===== src/rtl/histeq_sequencer_if.sv =====
// Stage handshake and shared m2 scratchpad bundle between histeq_sequencer and its three stages.
// master = sequencer side, slave = stage/scratchpad side.
interface histeq_sequencer_if #(
   parameter int ADDR_W = 16,
   parameter int DATA_W = 128
);
   logic              hist_start;
   logic              cdf_start;
   logic              map_start;
   logic              hist_done;
   logic              cdf_done;
   logic              map_done;

   logic [ADDR_W-1:0] hist_m2ReadAddr;
   logic [ADDR_W-1:0] cdf_m2ReadAddr;
   logic [ADDR_W-1:0] map_m2ReadAddr;
   logic [ADDR_W-1:0] hist_m2WriteAddr;
   logic [ADDR_W-1:0] cdf_m2WriteAddr;
   logic [DATA_W-1:0] hist_m2WriteBus;
   logic [DATA_W-1:0] cdf_m2WriteBus;
   logic              hist_m2WE;
   logic              cdf_m2WE;

   logic [ADDR_W-1:0] m2ReadAddr;
   logic [ADDR_W-1:0] m2WriteAddr;
   logic [DATA_W-1:0] m2WriteBus;
   logic              m2WE;

   modport master (
      output hist_start, cdf_start, map_start,
      input  hist_done, cdf_done, map_done,
      input  hist_m2ReadAddr, cdf_m2ReadAddr, map_m2ReadAddr,
      input  hist_m2WriteAddr, cdf_m2WriteAddr,
      input  hist_m2WriteBus, cdf_m2WriteBus,
      input  hist_m2WE, cdf_m2WE,
      output m2ReadAddr, m2WriteAddr, m2WriteBus, m2WE
   );

   modport slave (
      input  hist_start, cdf_start, map_start,
      output hist_done, cdf_done, map_done,
      output hist_m2ReadAddr, cdf_m2ReadAddr, map_m2ReadAddr,
      output hist_m2WriteAddr, cdf_m2WriteAddr,
      output hist_m2WriteBus, cdf_m2WriteBus,
      output hist_m2WE, cdf_m2WE,
      input  m2ReadAddr, m2WriteAddr, m2WriteBus, m2WE
   );
endinterface


===== src/rtl/histeq_sequencer.sv =====
// Phase controller for the histogram equalizer: runs HIST -> CDF -> MAP, owns the shared m2 port,
// guards each stage with a watchdog. Optional macro HISTEQ_PERF_COUNT_EN adds per-stage cycle counters.
module histeq_sequencer #(
   parameter int          ADDR_W      = 16,
   parameter int          DATA_W      = 128,
   parameter logic [31:0] TIMEOUT     = 32'd1048575,
   parameter int          STAGE_CNT_W = 20
) (
   input  logic                   clock,
   input  logic                   rst,
   input  logic                   go,
   output logic                   busy,
   output logic                   done,
   output logic                   error,
   output logic [1:0]             err_stage,
   output logic                   inputBaseOffset,
`ifdef HISTEQ_PERF_COUNT_EN
   output logic [STAGE_CNT_W-1:0] hist_cycles,
   output logic [STAGE_CNT_W-1:0] cdf_cycles,
   output logic [STAGE_CNT_W-1:0] map_cycles,
`endif
   histeq_sequencer_if.master     bus
);

   localparam logic [STAGE_CNT_W-1:0] WD_LIMIT = STAGE_CNT_W'(TIMEOUT - 32'd1);
   localparam logic [STAGE_CNT_W-1:0] WD_ZERO  = {STAGE_CNT_W{1'b0}};
   localparam logic [STAGE_CNT_W-1:0] WD_ONE   = {{(STAGE_CNT_W-1){1'b0}}, 1'b1};

   typedef enum logic [2:0] {
      S_IDLE   = 3'd0,
      S_HIST   = 3'd1,
      S_CDF    = 3'd2,
      S_MAP    = 3'd3,
      S_FINISH = 3'd4,
      S_ERROR  = 3'd5
   } state_t;

   state_t                 state_q, state_d;
   logic                   busy_q, busy_d;
   logic                   done_q, done_d;
   logic                   error_q, error_d;
   logic [1:0]             err_stage_q, err_stage_d;
   logic                   offset_q, offset_d;
   logic                   hist_start_q, hist_start_d;
   logic                   cdf_start_q, cdf_start_d;
   logic                   map_start_q, map_start_d;
   logic [STAGE_CNT_W-1:0] wd_q, wd_d;

   logic                   stage_done;
   logic [1:0]             stage_code;
   logic                   wd_expired;

   // Done flag and error code of the stage that currently owns the sequence; other stages' done is ignored.
   always_comb begin
      stage_done = 1'b0;
      stage_code = 2'd0;
      case (state_q)
         S_HIST: begin
            stage_done = bus.hist_done;
            stage_code = 2'd1;
         end
         S_CDF: begin
            stage_done = bus.cdf_done;
            stage_code = 2'd2;
         end
         S_MAP: begin
            stage_done = bus.map_done;
            stage_code = 2'd3;
         end
         default: begin
            stage_done = 1'b0;
            stage_code = 2'd0;
         end
      endcase
   end

   assign wd_expired = (wd_q == WD_LIMIT);

   // State register.
   always_ff @(posedge clock) begin
      if (rst) begin
         state_q <= S_IDLE;
      end else begin
         state_q <= state_d;
      end
   end

   // Next-state logic; a done seen together with an expired watchdog still advances.
   always_comb begin
      state_d = state_q;
      case (state_q)
         S_IDLE: begin
            if (go) state_d = S_HIST;
            else    state_d = S_IDLE;
         end
         S_HIST: begin
            if (stage_done)      state_d = S_CDF;
            else if (wd_expired) state_d = S_ERROR;
            else                 state_d = S_HIST;
         end
         S_CDF: begin
            if (stage_done)      state_d = S_MAP;
            else if (wd_expired) state_d = S_ERROR;
            else                 state_d = S_CDF;
         end
         S_MAP: begin
            if (stage_done)      state_d = S_FINISH;
            else if (wd_expired) state_d = S_ERROR;
            else                 state_d = S_MAP;
         end
         S_FINISH: state_d = S_IDLE;
         S_ERROR:  state_d = S_IDLE;
         default:  state_d = S_IDLE;
      endcase
   end

   // Output and watchdog next values; starts rise only once the state has been held for a cycle.
   always_comb begin
      busy_d      = busy_q;
      done_d      = 1'b0;
      error_d     = error_q;
      err_stage_d = err_stage_q;
      offset_d    = offset_q;
      wd_d        = wd_q;
      case (state_q)
         S_IDLE: begin
            if (go) begin
               busy_d      = 1'b1;
               error_d     = 1'b0;
               err_stage_d = 2'd0;
               wd_d        = WD_ZERO;
            end else begin
               busy_d      = 1'b0;
               wd_d        = WD_ZERO;
            end
         end
         S_HIST, S_CDF, S_MAP: begin
            if (stage_done) begin
               wd_d = WD_ZERO;
            end else if (wd_expired) begin
               wd_d        = WD_ZERO;
               error_d     = 1'b1;
               err_stage_d = stage_code;
            end else begin
               wd_d = wd_q + WD_ONE;
            end
         end
         S_FINISH: begin
            done_d   = 1'b1;
            busy_d   = 1'b0;
            offset_d = ~offset_q;
            wd_d     = WD_ZERO;
         end
         S_ERROR: begin
            busy_d = 1'b0;
            wd_d   = WD_ZERO;
         end
         default: begin
            busy_d = 1'b0;
            wd_d   = WD_ZERO;
         end
      endcase
      hist_start_d = (state_q == S_HIST) && (state_d == S_HIST);
      cdf_start_d  = (state_q == S_CDF)  && (state_d == S_CDF);
      map_start_d  = (state_q == S_MAP)  && (state_d == S_MAP);
   end

   // Registered control outputs and watchdog.
   always_ff @(posedge clock) begin
      if (rst) begin
         busy_q       <= 1'b0;
         done_q       <= 1'b0;
         error_q      <= 1'b0;
         err_stage_q  <= 2'd0;
         offset_q     <= 1'b0;
         hist_start_q <= 1'b0;
         cdf_start_q  <= 1'b0;
         map_start_q  <= 1'b0;
         wd_q         <= WD_ZERO;
      end else begin
         busy_q       <= busy_d;
         done_q       <= done_d;
         error_q      <= error_d;
         err_stage_q  <= err_stage_d;
         offset_q     <= offset_d;
         hist_start_q <= hist_start_d;
         cdf_start_q  <= cdf_start_d;
         map_start_q  <= map_start_d;
         wd_q         <= wd_d;
      end
   end

   assign busy            = busy_q;
   assign done            = done_q;
   assign error           = error_q;
   assign err_stage       = err_stage_q;
   assign inputBaseOffset = offset_q;
   assign bus.hist_start  = hist_start_q;
   assign bus.cdf_start   = cdf_start_q;
   assign bus.map_start   = map_start_q;

   // m2 port routing from registered state; MAP is read-only so its write side stays quiet.
   always_comb begin
      bus.m2ReadAddr  = {ADDR_W{1'b0}};
      bus.m2WriteAddr = {ADDR_W{1'b0}};
      bus.m2WriteBus  = {DATA_W{1'b0}};
      bus.m2WE        = 1'b0;
      case (state_q)
         S_HIST: begin
            bus.m2ReadAddr  = bus.hist_m2ReadAddr;
            bus.m2WriteAddr = bus.hist_m2WriteAddr;
            bus.m2WriteBus  = bus.hist_m2WriteBus;
            bus.m2WE        = bus.hist_m2WE;
         end
         S_CDF: begin
            bus.m2ReadAddr  = bus.cdf_m2ReadAddr;
            bus.m2WriteAddr = bus.cdf_m2WriteAddr;
            bus.m2WriteBus  = bus.cdf_m2WriteBus;
            bus.m2WE        = bus.cdf_m2WE;
         end
         S_MAP: begin
            bus.m2ReadAddr  = bus.map_m2ReadAddr;
            bus.m2WE        = 1'b0;
         end
         default: begin
            bus.m2WE        = 1'b0;
         end
      endcase
   end

`ifdef HISTEQ_PERF_COUNT_EN
   logic [STAGE_CNT_W-1:0] hist_cycles_q, hist_cycles_d;
   logic [STAGE_CNT_W-1:0] cdf_cycles_q, cdf_cycles_d;
   logic [STAGE_CNT_W-1:0] map_cycles_q, map_cycles_d;

   // Capture the watchdog of each stage as it completes; cleared when a new run is accepted.
   always_comb begin
      hist_cycles_d = hist_cycles_q;
      cdf_cycles_d  = cdf_cycles_q;
      map_cycles_d  = map_cycles_q;
      if ((state_q == S_IDLE) && go) begin
         hist_cycles_d = WD_ZERO;
         cdf_cycles_d  = WD_ZERO;
         map_cycles_d  = WD_ZERO;
      end else if (stage_done) begin
         case (state_q)
            S_HIST:  hist_cycles_d = wd_q;
            S_CDF:   cdf_cycles_d  = wd_q;
            S_MAP:   map_cycles_d  = wd_q;
            default: hist_cycles_d = hist_cycles_q;
         endcase
      end else begin
         hist_cycles_d = hist_cycles_q;
      end
   end

   // Per-stage cycle counter registers.
   always_ff @(posedge clock) begin
      if (rst) begin
         hist_cycles_q <= WD_ZERO;
         cdf_cycles_q  <= WD_ZERO;
         map_cycles_q  <= WD_ZERO;
      end else begin
         hist_cycles_q <= hist_cycles_d;
         cdf_cycles_q  <= cdf_cycles_d;
         map_cycles_q  <= map_cycles_d;
      end
   end

   assign hist_cycles = hist_cycles_q;
   assign cdf_cycles  = cdf_cycles_q;
   assign map_cycles  = map_cycles_q;
`endif

endmodule

===== src/flat_wrapper.sv =====
// flat-port wrapper written by rule: the top's interface ports become plain ports
module histeq_sequencer_flat 
#(
   parameter int          ADDR_W      = 16,
   parameter int          DATA_W      = 128,
   parameter logic [31:0] TIMEOUT     = 32'd1048575,
   parameter int          STAGE_CNT_W = 20
)
  (clock, rst, go, busy, done, error, err_stage, inputBaseOffset, bus_hist_start, bus_cdf_start, bus_map_start, bus_hist_done, bus_cdf_done, bus_map_done, bus_hist_m2ReadAddr, bus_cdf_m2ReadAddr, bus_map_m2ReadAddr, bus_hist_m2WriteAddr, bus_cdf_m2WriteAddr, bus_hist_m2WriteBus, bus_cdf_m2WriteBus, bus_hist_m2WE, bus_cdf_m2WE, bus_m2ReadAddr, bus_m2WriteAddr, bus_m2WriteBus, bus_m2WE);
  histeq_sequencer_if #(.ADDR_W(ADDR_W), .DATA_W(DATA_W)) bus_i ();
  input  logic clock;
  input  logic rst;
  input  logic go;
  output logic busy;
  output logic done;
  output logic error;
  output logic [1:0] err_stage;
  output logic inputBaseOffset;
  output wire logic [$bits(bus_i.hist_start)-1:0] bus_hist_start;
  output wire logic [$bits(bus_i.cdf_start)-1:0] bus_cdf_start;
  output wire logic [$bits(bus_i.map_start)-1:0] bus_map_start;
  input wire logic [$bits(bus_i.hist_done)-1:0] bus_hist_done;
  input wire logic [$bits(bus_i.cdf_done)-1:0] bus_cdf_done;
  input wire logic [$bits(bus_i.map_done)-1:0] bus_map_done;
  input wire logic [$bits(bus_i.hist_m2ReadAddr)-1:0] bus_hist_m2ReadAddr;
  input wire logic [$bits(bus_i.cdf_m2ReadAddr)-1:0] bus_cdf_m2ReadAddr;
  input wire logic [$bits(bus_i.map_m2ReadAddr)-1:0] bus_map_m2ReadAddr;
  input wire logic [$bits(bus_i.hist_m2WriteAddr)-1:0] bus_hist_m2WriteAddr;
  input wire logic [$bits(bus_i.cdf_m2WriteAddr)-1:0] bus_cdf_m2WriteAddr;
  input wire logic [$bits(bus_i.hist_m2WriteBus)-1:0] bus_hist_m2WriteBus;
  input wire logic [$bits(bus_i.cdf_m2WriteBus)-1:0] bus_cdf_m2WriteBus;
  input wire logic [$bits(bus_i.hist_m2WE)-1:0] bus_hist_m2WE;
  input wire logic [$bits(bus_i.cdf_m2WE)-1:0] bus_cdf_m2WE;
  output wire logic [$bits(bus_i.m2ReadAddr)-1:0] bus_m2ReadAddr;
  output wire logic [$bits(bus_i.m2WriteAddr)-1:0] bus_m2WriteAddr;
  output wire logic [$bits(bus_i.m2WriteBus)-1:0] bus_m2WriteBus;
  output wire logic [$bits(bus_i.m2WE)-1:0] bus_m2WE;
  assign bus_hist_start = bus_i.hist_start;
  assign bus_cdf_start = bus_i.cdf_start;
  assign bus_map_start = bus_i.map_start;
  assign bus_i.hist_done = bus_hist_done;
  assign bus_i.cdf_done = bus_cdf_done;
  assign bus_i.map_done = bus_map_done;
  assign bus_i.hist_m2ReadAddr = bus_hist_m2ReadAddr;
  assign bus_i.cdf_m2ReadAddr = bus_cdf_m2ReadAddr;
  assign bus_i.map_m2ReadAddr = bus_map_m2ReadAddr;
  assign bus_i.hist_m2WriteAddr = bus_hist_m2WriteAddr;
  assign bus_i.cdf_m2WriteAddr = bus_cdf_m2WriteAddr;
  assign bus_i.hist_m2WriteBus = bus_hist_m2WriteBus;
  assign bus_i.cdf_m2WriteBus = bus_cdf_m2WriteBus;
  assign bus_i.hist_m2WE = bus_hist_m2WE;
  assign bus_i.cdf_m2WE = bus_cdf_m2WE;
  assign bus_m2ReadAddr = bus_i.m2ReadAddr;
  assign bus_m2WriteAddr = bus_i.m2WriteAddr;
  assign bus_m2WriteBus = bus_i.m2WriteBus;
  assign bus_m2WE = bus_i.m2WE;
  histeq_sequencer #(.ADDR_W(ADDR_W), .DATA_W(DATA_W), .TIMEOUT(TIMEOUT), .STAGE_CNT_W(STAGE_CNT_W)) u_core (.clock(clock), .rst(rst), .go(go), .busy(busy), .done(done), .error(error), .err_stage(err_stage), .inputBaseOffset(inputBaseOffset), .bus(bus_i));
endmodule

===== config.mk =====
export PLATFORM = sky130hd
export DESIGN_NAME = histeq_sequencer_flat
export DESIGN_NICKNAME = d
export VERILOG_FILES = /design/src/rtl/histeq_sequencer_if.sv /design/src/rtl/histeq_sequencer.sv /design/src/flat_wrapper.sv
export SDC_FILE = /design/constraint.sdc
export NUM_CORES = 1
export LEC_CHECK = 0
export BUFFER_PORTS_ARGS = -buffer_cell sky130_fd_sc_hd__buf_2
export CAP_MARGIN = 10
export CORE_AREA = 5 5 194 196
export DETAILED_ROUTE_END_ITERATION = 10
export DIE_AREA = 0 0 199 201
export HOLD_SLACK_MARGIN = 0.1
export SLEW_MARGIN = 20
export SYNTH_ARGS = -nofsm -noshare
export SYNTH_HDL_FRONTEND = slang
export SYNTH_SLANG_ARGS = --single-unit

===== constraint.sdc =====
create_clock -name clock -period 3.6 [get_ports clock]
set_input_delay 0.9 -clock clock [delete_from_list [all_inputs] [get_ports clock]]
set_output_delay 0.9 -clock clock [all_outputs]
set_load 0.005 [all_outputs]

; Word-level counts from Yosys, hierarchy flattened
; Cells that the tools add are included.
[totals]
reg_bits = 32
latchBits = 0
ram_bits = 0
rom_bits = 0
inputBits = 344
memories = 0
[classes]
add_sub_neg = 1
mul = 0
div_mod_pow = 0
n_lt_le_gt_ge = 0
eq_ne = 11
shifts = 0
mux = 25
n_bitwise = 2
n_reduce_logical = 8
[op_table]
columns = op, n
row1 = $pmux 128 s2, 1
row2 = $pmux 16 s3, 1
row3 = $pmux 16 s2, 1
row4 = $add 20x1->20 const B, 1
row5 = $eq 20x20->1 const B, 1
row6 = $mux 3, 6
row7 = $eq 3x2->1 const B, 4
row8 = $pmux 3 s4, 1
row9 = $eq 3x1->1 const B, 2
row10 = $mux 1, 6
row11 = $mux 2, 3
row12 = $pmux 1 s2, 3
row13 = $pmux 2 s3, 1
row14 = $ne 2x2->1 const B, 2
row15 = $pmux 2 s2, 1
row16 = $reduce_and 4->1, 1
row17 = $reduce_or 4->1, 1
row18 = $eq 3x3->1 const B, 1
row19 = $logic_and 1x1->1, 3
row20 = $logic_not 3->1, 1
row21 = $pmux 1 s3, 1
row22 = $reduce_or 3->1, 1
row23 = $ne 2x1->1 const B, 1
row24 = $not 1->1, 2
row25 = $reduce_bool 2->1, 1

; Longest topological paths before layout
[depth]
ltp_word = 6
depth_mapped = 7

; Least setup slack after synthesis
; No wires, ideal clock.
[synth_path]
path_type = register to output
startpoint = register u_core.state_q[1]
endpoint = output port bus_m2WriteAddr[0]
arrival_time_ns = 1.591
t_required_ns = 2.700
setup_slack_ns = 1.109
stages_incl_launch_ff = 6
path_buffers = 3
path_cell_list = dfxtp_1 > buf_1 > nor2_1 > buf_2 > buf_1 > a22o_1
[synth_via]
elab_chain_len = 2
elab_cells_between_ends = 3
[synth_lines]
columns = element, line_no
row1 = "start, declared", histeq_sequencer.sv:38  ; state_t state_q, state_d;
row2 = "start signal, assigned", histeq_sequencer.sv:84  ; state_q <= state_d;
row3 = $eq 3x2->1 / $eq 3x1->1 (equally long branches), histeq_sequencer.sv:208  ; case (state_q)
row4 = $pmux 16 s2 *, histeq_sequencer.sv:208
row5 = "end, declared", flat_wrapper.sv:35  ; output wire logic [$bits(bus_i.m2WriteAddr)-1:0] bus_m2WriteAddr;
; Every way passes the cells marked *; elsewhere a longest branch is shown, timed or not.

; Worst setup path after layout
[layout_path]
startpoint = register u_core.state_q[1]
endpoint = output port bus_m2WriteBus[2]
[layout_via]
elab_chain_len = 2
elab_cells_between_ends = 3
[layout_lines]
columns = element, line_no
row1 = $eq 3x2->1 / $eq 3x1->1 (equally long branches), histeq_sequencer.sv:208
row2 = $pmux 128 s2 *, histeq_sequencer.sv:208
row3 = "end, declared", flat_wrapper.sv:36  ; output wire logic [$bits(bus_i.m2WriteBus)-1:0] bus_m2WriteBus;
; Marks and branches as above.

==> results.yml <==
clock_network:
  clockRootBuffer: "clkbuf_16"
  postCtsSetupBuffers: 0
  cts_hold_buf: 0
  cts_tree: "built"
  worstSkewPairLatency_ns: 0.28
  clock_path_buffers: 2
  cts_resized: 0
  clk_pin_slew_ns: 0.05
  numCtsBuffers: 5
  htreeDepth: 2
  cts_sinks: 32
worst_setup_path:
  worst-path-max-fanout: 53
  worstSetupEndpointType: "output port"
  startpoint_type: "flop"
  regToRegSetupSlack_ns: 1.50
  cp.arrival_ns: 2.41
  worst-setup-path-type: "reg2out"
  cp.required_ns: 2.70
sta:
  fmax_ghz: 0.302
  setup_violations: 0
  report.final.slew_viol_count: 0
  period_minus_slack_ns: 3.31
  post-route-period-util_pct: 91.9
  worst_slew_pin_slew_ns: 0.556
  relSlewSlack_pct: 62.9
  hold_violations: 0
  rsz0062_at_grt: "no"
  finClkSkew_ns: 0.00451
  setup_tns_ns: 0
pwr:
  combinationalPowerShare_pct: 53.4
  power.leakage_uw: 0.00349
  switching_share_pct: 37.8
  seqPwrFrac_pct: 22.3
  power.density_nw_per_um2: 249
  power.switching_uw: 618
  vdd_drop_max_uv: 139
  pwr-share-clk_pct: 24.3
  p_int_uw: 1020
global_routing:
  grt_util_all_layers_pct: 14.7
  grt_overflow: 0
  grt_max_degree: 54
  grt_pass1_vias: 5603
  antenna_found_initial: 7
  grt_pass1_wl_um: 41900
die:
  coreArea_sq_um: 35900
  initial_core_util_pct: 9.08
  die-area_sq_um: 40000
  die_height_um: 201
  rows: 70
  fp.dieW_um: 199
  ioPinCount: 514
place:
  placed_cells: 1366
  port_buffers: 513
  gp_congestion: 0.910
  hpwl_um: 29000
run_status:
  outcome: "finished clean"
layout:
  area_growth_pct: 101
  layout_common_cells: "buf_2, a22o_1, nor2_1, dfxtp_1, a21oi_1"
  drive_gt1_share_pct: 60.1
  nets: 1251
  instances_no_fill: 1374
  final_common_cell: "buf_2"
detailed_routing:
  firstDrtPassIters: 7
  wl_per_cell_um: 23.4
  drt_iter0_drc: 337
  ant_nets: 0
  vias: 5603
  totalWireLength_um: 32200
  viasPerCell: 4.08
  drc_errors: 0
yosys:
  synth_area_sq_um: 3260
  synthCells: 416
  syn_nets: 762
  ys_ff_latch: 32
  ys_seq_area_share_pct: 19.6
  avgSynthCellArea_sq_um: 7.84
  synth_warnings: 0
  synthDistinctLibCells: 44
min_path:
  holdCritPathClass: "reg2reg"
flow_run:
  maxCapViolCount: 0
area by class of cell:
class	instances	area, sq um
diodes	1	2.50
flip-flops and latches	32	641
multi-input cells	334	2440
fillers	4078	29300
inverters	6	22.5
clock inverters	2	12.5
repair buffers	526	2740
well taps	468	586
clock buffers	5	125
worst paths after layout:
kind | from | endpoint | cells past startpoint
min | u_core.error | u_core.error | 1
min reg2reg | u_core.error | u_core.error | 1
max | u_core.state_q[1] | bus_m2WriteBus[2] | 5
max reg2reg | u_core.wd_q[10] | u_core.err_stage[0] | 4
logic make-up (layout without fill, tap and decap cells):
logic type | Yosys count | in the layout | share of synthesized area, %
AO/OA/AOI/OAI | 188 | 188 | 46.5
other | 0 | 1 | 0
adder cells (fa/ha/maj) | 2 | 2 | 0.767
AND/OR/NAND/NOR | 111 | 111 | 17.5
multiplexers | 20 | 20 | 6.29
buffers and inverters | 50 | 539 | 5.91
flip-flops | 32 | 32 | 19.6
XOR/XNOR | 13 | 13 | 3.49
routing by layer:
metal,wire length [um],track usage (%)
met5,79,0
met4,923,4.05
met3,2730,3.59
met2,16300,26.9
met1,12100,17.0
power by group through the flow:
stage               Sequential [uW]  Combinational (uW)  Clock [uW]
finish                          366                 874         397
detailed placement              373                 894           0
CTS                             366                 896         410
global placement                373                 896           0
floorplan                       370                 318           0
global route                    367                 936         424
registers in the layout, summed over array words and instances, names as in the netlist:
name and count:
u_core.state_q 3, u_core.err_stage 2, u_core.busy 1, u_core.wd_q 20, u_core.bus.hist_start 1, u_core.bus.cdf_start 1
u_core.error 1, u_core.bus.map_start 1, u_core.done 1, u_core.inputBaseOffset 1
Yosys cell counts (all sizes together):
cell type / count / area share, %
a22o: 145 / 39
nor2: 58 / 6.7
clkbuf: 32 / 3.7
dfxtp: 32 / 20
a21oi: 25 / 3.8
mux2i: 19 / 5.8
buf: 12 / 1.5
nand2: 9 / 1.0
nand3: 9 / 1.4
xnor2: 9 / 2.4
o21ai: 8 / 1.2
nor4: 7 / 1.8
inv: 5 / 0.58
nand4: 5 / 1.6
or3: 5 / 0.96
xor2: 4 / 1.1
and3: 3 / 0.58
or4: 3 / 0.81
ha: 2 / 0.77
nand2b: 2 / 0.38
nor3: 2 / 0.31
o21a: 2 / 0.46
or3b: 2 / 0.54
a2111oi: 1 / 0.27
a21o: 1 / 0.23
a22oi: 1 / 0.23
a31o: 1 / 0.27
and4: 1 / 0.27
clkinv: 1 / 0.11
mux2: 1 / 0.46
nand3b: 1 / 0.23
nor2b: 1 / 0.19
nor3b: 1 / 0.23
nor4b: 1 / 0.27
o211ai: 1 / 0.23
o22a: 1 / 0.27
o31ai: 1 / 0.23
o32ai: 1 / 0.27
or2: 1 / 0.19
per-stage QoR:
step | hold WS, ns | worst slack (ns) | area, sq um | utilization (%) | power [uW]
floorplan | 0.437 | 1.11 | 3260 | - | 688
global placement | 0.456 | 0.456 | 6430 | 17.9 | 1270
detailed placement | 0.452 | 0.525 | 6430 | 17.9 | 1270
CTS | 0.474 | 0.217 | 6570 | 18.3 | 1670
global route | 0.516 | 0.208 | 6570 | 18.3 | 1730
finish | 0.472 | 0.290 | 6570 | 18.3 | 1640
critical path, cell delays in order (launching register included):
cell and delay (ns):
dfxtp_1 0.63, nand2b_1 0.24, nor2_4 0.27, buf_12 0.26, a22o_1 0.45, buf_2 0.20
(Power assumes the default switching activity.)
